--- src/rtl/decimal_key_pkg.sv ---
// Shared types and helpers for the debounced key encoder: FSM state,
// lowest-set-bit encode, multi-key detect and FIFO width helpers.
package decimal_key_pkg;

    typedef enum logic [1:0] {
        IDLE,
        DEB,
        PRESSED,
        REL
    } key_state_e;

    localparam int MAX_KEYS = 64;

    function automatic int fifo_ptr_w(input int depth);
        return $clog2(depth);
    endfunction

    // One extra bit so a completely full FIFO is representable.
    function automatic int fifo_cnt_w(input int depth);
        return $clog2(depth + 1);
    endfunction

    function automatic int lowest_index(input logic [MAX_KEYS-1:0] vec);
        int idx;
        idx = 0;
        for (int i = MAX_KEYS - 1; i >= 0; i--) begin
            if (vec[i]) idx = i;
        end
        return idx;
    endfunction

    function automatic logic is_multi(input logic [MAX_KEYS-1:0] vec);
        return (vec & (vec - 64'd1)) != '0;
    endfunction

endpackage

--- src/rtl/decimal_key_encoder_if.sv ---
// Key-input / code-output bundle; the encoder sits on the slave side.
interface decimal_key_encoder_if #(
    parameter int N_KEYS = 10,
    parameter int CODE_W = 4,
    parameter int CNT_W  = 3
);
    logic [N_KEYS-1:0] keys;
    logic              out_ready;
    logic              out_valid;
    logic [CODE_W-1:0] out_code;
    logic              out_multi;
    logic              any_key;
    logic              overflow;
    logic [CNT_W-1:0]  count;

    modport master (
        output keys, out_ready,
        input  out_valid, out_code, out_multi, any_key, overflow, count
    );

    modport slave (
        input  keys, out_ready,
        output out_valid, out_code, out_multi, any_key, overflow, count
    );
endinterface

--- src/rtl/decimal_key_encoder_fifo.sv ---
// First-word fall-through code queue with a sticky overflow flag; a push
// into a full queue is accepted only when a pop frees a slot that cycle.
module key_code_fifo
    import decimal_key_pkg::*;
#(
    parameter int DEPTH = 4,
    parameter int W     = 5,
    localparam int PTR_W = fifo_ptr_w(DEPTH),
    localparam int CNT_W = fifo_cnt_w(DEPTH)
) (
    input  logic             clk,
    input  logic             rst,
    input  logic             push,
    input  logic [W-1:0]     wdata,
    input  logic             pop,
    output logic [W-1:0]     rdata,
    output logic             empty,
    output logic [CNT_W-1:0] count,
    output logic             overflow
);

    logic [W-1:0]     mem [DEPTH];
    logic [PTR_W-1:0] wr_ptr;
    logic [PTR_W-1:0] rd_ptr;
    logic [CNT_W-1:0] cnt_q;
    logic             ovf_q;
    logic             full;
    logic             pop_ok;
    logic             push_ok;

    assign full    = (cnt_q == CNT_W'(DEPTH));
    assign empty   = (cnt_q == '0);
    assign pop_ok  = pop && !empty;
    assign push_ok = push && (!full || pop_ok);

    always_ff @(posedge clk) begin
        if (rst) begin
            wr_ptr <= '0;
            rd_ptr <= '0;
            cnt_q  <= '0;
            ovf_q  <= 1'b0;
        end else begin
            if (push_ok) wr_ptr <= wr_ptr + PTR_W'(1);
            if (pop_ok)  rd_ptr <= rd_ptr + PTR_W'(1);
            case ({push_ok, pop_ok})
                2'b10:   cnt_q <= cnt_q + CNT_W'(1);
                2'b01:   cnt_q <= cnt_q - CNT_W'(1);
                default: cnt_q <= cnt_q;
            endcase
            if (push && !push_ok) ovf_q <= 1'b1;
        end
    end

    always_ff @(posedge clk) begin
        if (push_ok) mem[wr_ptr] <= wdata;
    end

    // Stale storage is masked so the head reads zero while empty.
    assign rdata    = empty ? '0 : mem[rd_ptr];
    assign count    = cnt_q;
    assign overflow = ovf_q;

endmodule

--- src/rtl/decimal_key_encoder.sv ---
// Debounces raw key lines, encodes each new press to the lowest active
// index plus a multi-key flag, and queues the result for a valid/ready sink.
module decimal_key_encoder
    import decimal_key_pkg::*;
#(
    parameter int N_KEYS  = 10,
    parameter int CODE_W  = 4,
    parameter int DEB_CYC = 4,
    parameter int DEPTH   = 4
) (
    input  logic                 clk,
    input  logic                 rst,
    decimal_key_encoder_if.slave bus
);

    localparam int DC_W  = $clog2(DEB_CYC + 1);
    localparam int CNT_W = fifo_cnt_w(DEPTH);

    key_state_e        state;
    logic [N_KEYS-1:0] key_q;
    logic [N_KEYS-1:0] snap;
    logic [DC_W-1:0]   cnt;
    logic              any_key_q;
    logic              cnt_done;
    logic              push;
    logic [CODE_W:0]   entry;
    logic [CODE_W:0]   head;
    logic              fifo_empty;
    logic [CNT_W-1:0]  fifo_count;
    logic              fifo_ovf;

    assign cnt_done = (cnt == DC_W'(DEB_CYC - 1));
    // The push fires on the same edge the FSM moves DEB -> PRESSED.
    assign push     = (state == DEB) && (key_q != '0) && (key_q == snap) && cnt_done;
    assign entry    = {is_multi(MAX_KEYS'(snap)), CODE_W'(lowest_index(MAX_KEYS'(snap)))};

    always_ff @(posedge clk) begin
        if (rst) begin
            key_q     <= '0;
            snap      <= '0;
            cnt       <= '0;
            state     <= IDLE;
            any_key_q <= 1'b0;
        end else begin
            key_q <= bus.keys;
            case (state)
                IDLE: begin
                    if (key_q != '0) begin
                        state <= DEB;
                        snap  <= key_q;
                        cnt   <= '0;
                    end
                end
                DEB: begin
                    if (key_q == '0) begin
                        state <= IDLE;
                    end else if (key_q != snap) begin
                        snap <= key_q;
                        cnt  <= '0;
                    end else if (cnt_done) begin
                        state     <= PRESSED;
                        any_key_q <= 1'b1;
                    end else begin
                        cnt <= cnt + DC_W'(1);
                    end
                end
                PRESSED: begin
                    // A changed chord while held is ignored until full release.
                    if (key_q == '0) begin
                        state <= REL;
                        cnt   <= '0;
                    end
                end
                REL: begin
                    if (key_q != '0) begin
                        state <= PRESSED;
                    end else if (cnt_done) begin
                        state     <= IDLE;
                        any_key_q <= 1'b0;
                    end else begin
                        cnt <= cnt + DC_W'(1);
                    end
                end
                default: state <= IDLE;
            endcase
        end
    end

    key_code_fifo #(
        .DEPTH (DEPTH),
        .W     (CODE_W + 1)
    ) u_fifo (
        .clk      (clk),
        .rst      (rst),
        .push     (push),
        .wdata    (entry),
        .pop      (bus.out_ready),
        .rdata    (head),
        .empty    (fifo_empty),
        .count    (fifo_count),
        .overflow (fifo_ovf)
    );

    assign bus.out_valid = !fifo_empty;
    assign bus.out_code  = head[CODE_W-1:0];
    assign bus.out_multi = head[CODE_W];
    assign bus.any_key   = any_key_q;
    assign bus.overflow  = fifo_ovf;
    assign bus.count     = fifo_count;

endmodule

--- src/flat_wrapper.sv ---
// flat-port wrapper written by rule: the top's interface ports become plain ports
module decimal_key_encoder_flat import decimal_key_pkg::*;
#(
    parameter int N_KEYS  = 10,
    parameter int CODE_W  = 4,
    parameter int DEB_CYC = 4,
    parameter int DEPTH   = 4
)
  (clk, rst, bus_keys, bus_out_ready, bus_out_valid, bus_out_code, bus_out_multi, bus_any_key, bus_overflow, bus_count);
  decimal_key_encoder_if #(.N_KEYS(N_KEYS), .CODE_W(CODE_W)) bus_i ();
  input  logic clk;
  input  logic rst;
  input wire logic [$bits(bus_i.keys)-1:0] bus_keys;
  input wire logic [$bits(bus_i.out_ready)-1:0] bus_out_ready;
  output wire logic [$bits(bus_i.out_valid)-1:0] bus_out_valid;
  output wire logic [$bits(bus_i.out_code)-1:0] bus_out_code;
  output wire logic [$bits(bus_i.out_multi)-1:0] bus_out_multi;
  output wire logic [$bits(bus_i.any_key)-1:0] bus_any_key;
  output wire logic [$bits(bus_i.overflow)-1:0] bus_overflow;
  output wire logic [$bits(bus_i.count)-1:0] bus_count;
  assign bus_i.keys = bus_keys;
  assign bus_i.out_ready = bus_out_ready;
  assign bus_out_valid = bus_i.out_valid;
  assign bus_out_code = bus_i.out_code;
  assign bus_out_multi = bus_i.out_multi;
  assign bus_any_key = bus_i.any_key;
  assign bus_overflow = bus_i.overflow;
  assign bus_count = bus_i.count;
  decimal_key_encoder #(.N_KEYS(N_KEYS), .CODE_W(CODE_W), .DEB_CYC(DEB_CYC), .DEPTH(DEPTH)) u_core (.clk(clk), .rst(rst), .bus(bus_i));
endmodule
--- config.mk ---
export PLATFORM = sky130hd
export DESIGN_NAME = decimal_key_encoder_flat
export DESIGN_NICKNAME = d
export VERILOG_FILES = /design/src/rtl/decimal_key_pkg.sv /design/src/rtl/decimal_key_encoder_if.sv /design/src/rtl/decimal_key_encoder_fifo.sv /design/src/rtl/decimal_key_encoder.sv /design/src/flat_wrapper.sv
export SDC_FILE = /design/constraint.sdc
export NUM_CORES = 1
export LEC_CHECK = 0
export CAP_MARGIN = 15
export CORE_ASPECT_RATIO = 0.9
export CORE_MARGIN = 2
export CORE_UTILIZATION = 35
export DETAILED_ROUTE_END_ITERATION = 8
export GPL_TIMING_DRIVEN = 0
export SETUP_SLACK_MARGIN = 0.02
export SLEW_MARGIN = 20
export SYNTH_ARGS = -nofsm -noshare
export SYNTH_HDL_FRONTEND = slang
export SYNTH_SLANG_ARGS = --single-unit
--- constraint.sdc ---
create_clock -name clk -period 2.7 [get_ports clk]
set_input_delay 0.675 -clock clk [delete_from_list [all_inputs] [get_ports clk]]
set_output_delay 0.675 -clock clk [all_outputs]
set_load 0.01 [all_outputs]
==> flow_summary.ini <==
[status]
run_status = finished, final reports clean

[clock_tree]
cts_tree = built
clock_sinks = 56
clock_latency_ns = 0.31
root_buffer = clkbuf_8
cts_made_buffers = 5
h-tree-depth = 2
path_clk_slew_ns = 0.09
cts_max_path_buffers = 2

[synthesis]
syn_avg_cell_area_um2 = 10.9
synth_most_common_cell = dfxtp_1
yosys.area.top_type_share = 0.272
synthArstFlopShare = 0
synth-seq-cells = 56
synth_nets = 263
synthTopCellsByArea = dfxtp_1, edfxtp_1, mux2i_1, mux4_2, nor2b_1
seq_area_frac_synth = 0.499
synth_commonest_cells = dfxtp_1, nor2_1, edfxtp_1
synthFlopType = dfxtp_1
synthCells = 244
synth.cell_area_um2 = 2650
yosys_warnings = 0
synthDistinctLibCells = 50
yosys.area.top_type = dfxtp_1
synth_edf_count = 20

[global_route]
grt_first_pass_wirelength_um = 8380
grt_max_degree = 16
antenna_found_initial = 0
grt_pass1_vias = 1795
grt-ovfl-total = 0
grt_use_total = 0.132

[critical_path]
reg2reg_depth = 8
ff2ff_setup_slack_ns = 0.27
crit_fanout = 5
r2r-start = u_core.snap[4]
crit_family = multiplexers
timing.rr.end = u_core.u_fifo.count[1]
worstSetupPathType = register to output pin
cp_slowest_cell = mux4_2
critPathLaunchType = register
cp_data_arrival_time_ns = 1.85
crit_required_ns = 2.03
crit_path_end_kind = output pin
max_stage_delay_ns = 0.51
critical_path_buf_inv_count = 1
crit_chain = mux4_2, nor2b_1, clkdlybuf4s50_1

[timing]
fin_crit_sh = 0.935
skew_ns = 0.00391
setup_viol = 0
fmax_ghz = 0.396
min_period_ns = 2.52
drv_slew = 0
layout_setup_ws_ns = 0.176
fin_setup_tns_ns = 0
hold_viol_final = 0
rsz0062_at_grt = false
worstMarginPinSlew_ns = 0.576
slew_headroom = 0.613

[detailed_routing]
drt_iter0_drc = 64
wl_per_cell_um = 13.0
first_pass_iters = 4
antenna_left = 0
vias = 1808
via_per_inst = 4.89
drc = 0
wl_um = 4800

[power_and_ir_drop]
pwr_density_cell_nw_per_um2 = 484
p_leak_nw = 1.19
irDropWorstVdd_mv = 0.178

[finish]
nets = 293
synthToLayoutAreaGrowth_pct = 16.6
drive_above_1_share = 0.0985
antenna_cells = 0

[floorplan]
die-area_um2 = 8280
fp.dieW_um = 95.7
start_util = 0.356
rows = 30
coreArea_um2 = 7430
die_h_um = 86.5
io_pins = 24

[flow_run]
cap_viol_max_count = 0

[hold_path]
holdCritPathClass = register to register
hp-start = u_core.cnt[2]
min_path_cells = 2
whs_endpoint = u_core.cnt[2]

[placement]
dpl.hpwl_um = 3580
io_buffers = 23
pre_cts_slack_ns = 0.0205
gp_congestion = 0.813
## timing repair
item / CTS / global route
pin swaps: 1 / 0
hold buffers: 0 / 0
endpoints found under the setup margin: 6 / 6
buffers inserted: 1 / 0
resized for setup: 1 / 2
cloned: 0 / 0
## worst register-to-register path: cells and delay by family, from the launching register on
kind | cells | cell delay (ns)
buffers and inverters | 1 | 0.31
and+or+nand+nor | 3 | 0.68
AOI/OAI and AO/OA | 2 | 0.50
DFF | 1 | 0.32
adders and majority gates | 1 | 0.43
xor gates and xnor gates | 1 | 0.15
## layout by cell type (no fill, tap or decap), types with 2 or more instances in the layout
cell type,count
nand4_1,4
dfxtp_1,35
clkbuf_8,5
nor2_1,24
a21oi_1,8
nand2b_1,3
and3_1,2
and2_1,4
nand3_1,3
ha_1,5
mux2i_1,12
nor4_1,4
xnor2_1,3
buf_2,3
nor4_2,3
o21a_1,5
inv_1,9
o21bai_1,3
nand2_1,9
nor2b_1,17
o21ai_0,5
clkdlybuf4s50_1,23
or3_1,4
xor2_1,11
o22ai_1,2
edfxtp_1,20
nor3_1,8
o31ai_1,2
clkbuf_1,8
mux4_2,5
## where the power goes
group	total, mW	switching (mW)	internal, mW
combinational	0.150	0.0760	0.0745
sequential	0.917	0.0215	0.896
clock	0.426	0.247	0.179
## metal layers
metal  GRT usage  up-vias  share of wire
met5           0        -              0
met4      0.0571        0          0.019
met3      0.0261        8          0.022
met2       0.224       22           0.48
met1       0.163      850           0.48
li1            -      928              -
## registers in the layout, summed over array words and instances (netlist names), named ones only
signal,count
u_core.bus.any_key,1
u_core.cnt,3
u_core.key_q,10
u_core.snap,10
u_core.state,1
u_core.u_fifo.count,3
u_core.u_fifo.mem,20
u_core.u_fifo.overflow,1
u_core.u_fifo.rd_ptr,2
u_core.u_fifo.wr_ptr,2
## area by class of cell
type / count / area, µm²
Buffer: 10 / 48.8
Clock buffer: 7 / 76.3
Fill cell: 726 / 4340
Inverter: 9 / 33.8
Multi-Input combinational cell: 168 / 1250
Sequential cell: 56 / 1330
Tap cell: 96 / 120
Timing Repair Buffer: 24 / 238
## worst max path at each step
stage,start,endpoint,cells past startpoint
4_1_cts,u_core.u_fifo.count[2],bus_out_code[1],3
5_1_grt,u_core.snap[4],u_core.u_fifo.count[1],8
3_5_place_dp,u_core.snap[4],u_core.u_fifo.count[1],8
3_3_place_gp,bus_out_ready,u_core.u_fifo.count[1],6
6_report,register,bus_out_multi,3
2_1_floorplan,u_core.snap[4],u_core.u_fifo.count[1],8
## per-stage QoR
stage                     hold slack [ns]  total power, mW  instances   util  instance area (µm²)
after floorplan                     0.412             1.04        244      -                 2650
after global placement              0.428             1.09        363  0.404                 3000
after detailed placement            0.454             1.09        363  0.404                 3000
after CTS                           0.468             1.51        370  0.414                 3080
after global routing                0.479             1.56        370  0.415                 3090
final                               0.460             1.49        370  0.415                 3090
## logic make-up (layout without fill, tap and decap cells)
group	Yosys count	in the layout	share of synthesized area
adder cells (fa/ha/maj)	8	8	0.0392
AO/OA/AOI/OAI	35	35	0.0883
XOR/XNOR	14	14	0.0463
multiplexers	17	17	0.0879
AND/OR/NAND/NOR	94	94	0.207
buffers and inverters	20	50	0.0326
flip-flops	56	56	0.499
Power figures use the tool's default switching activity.
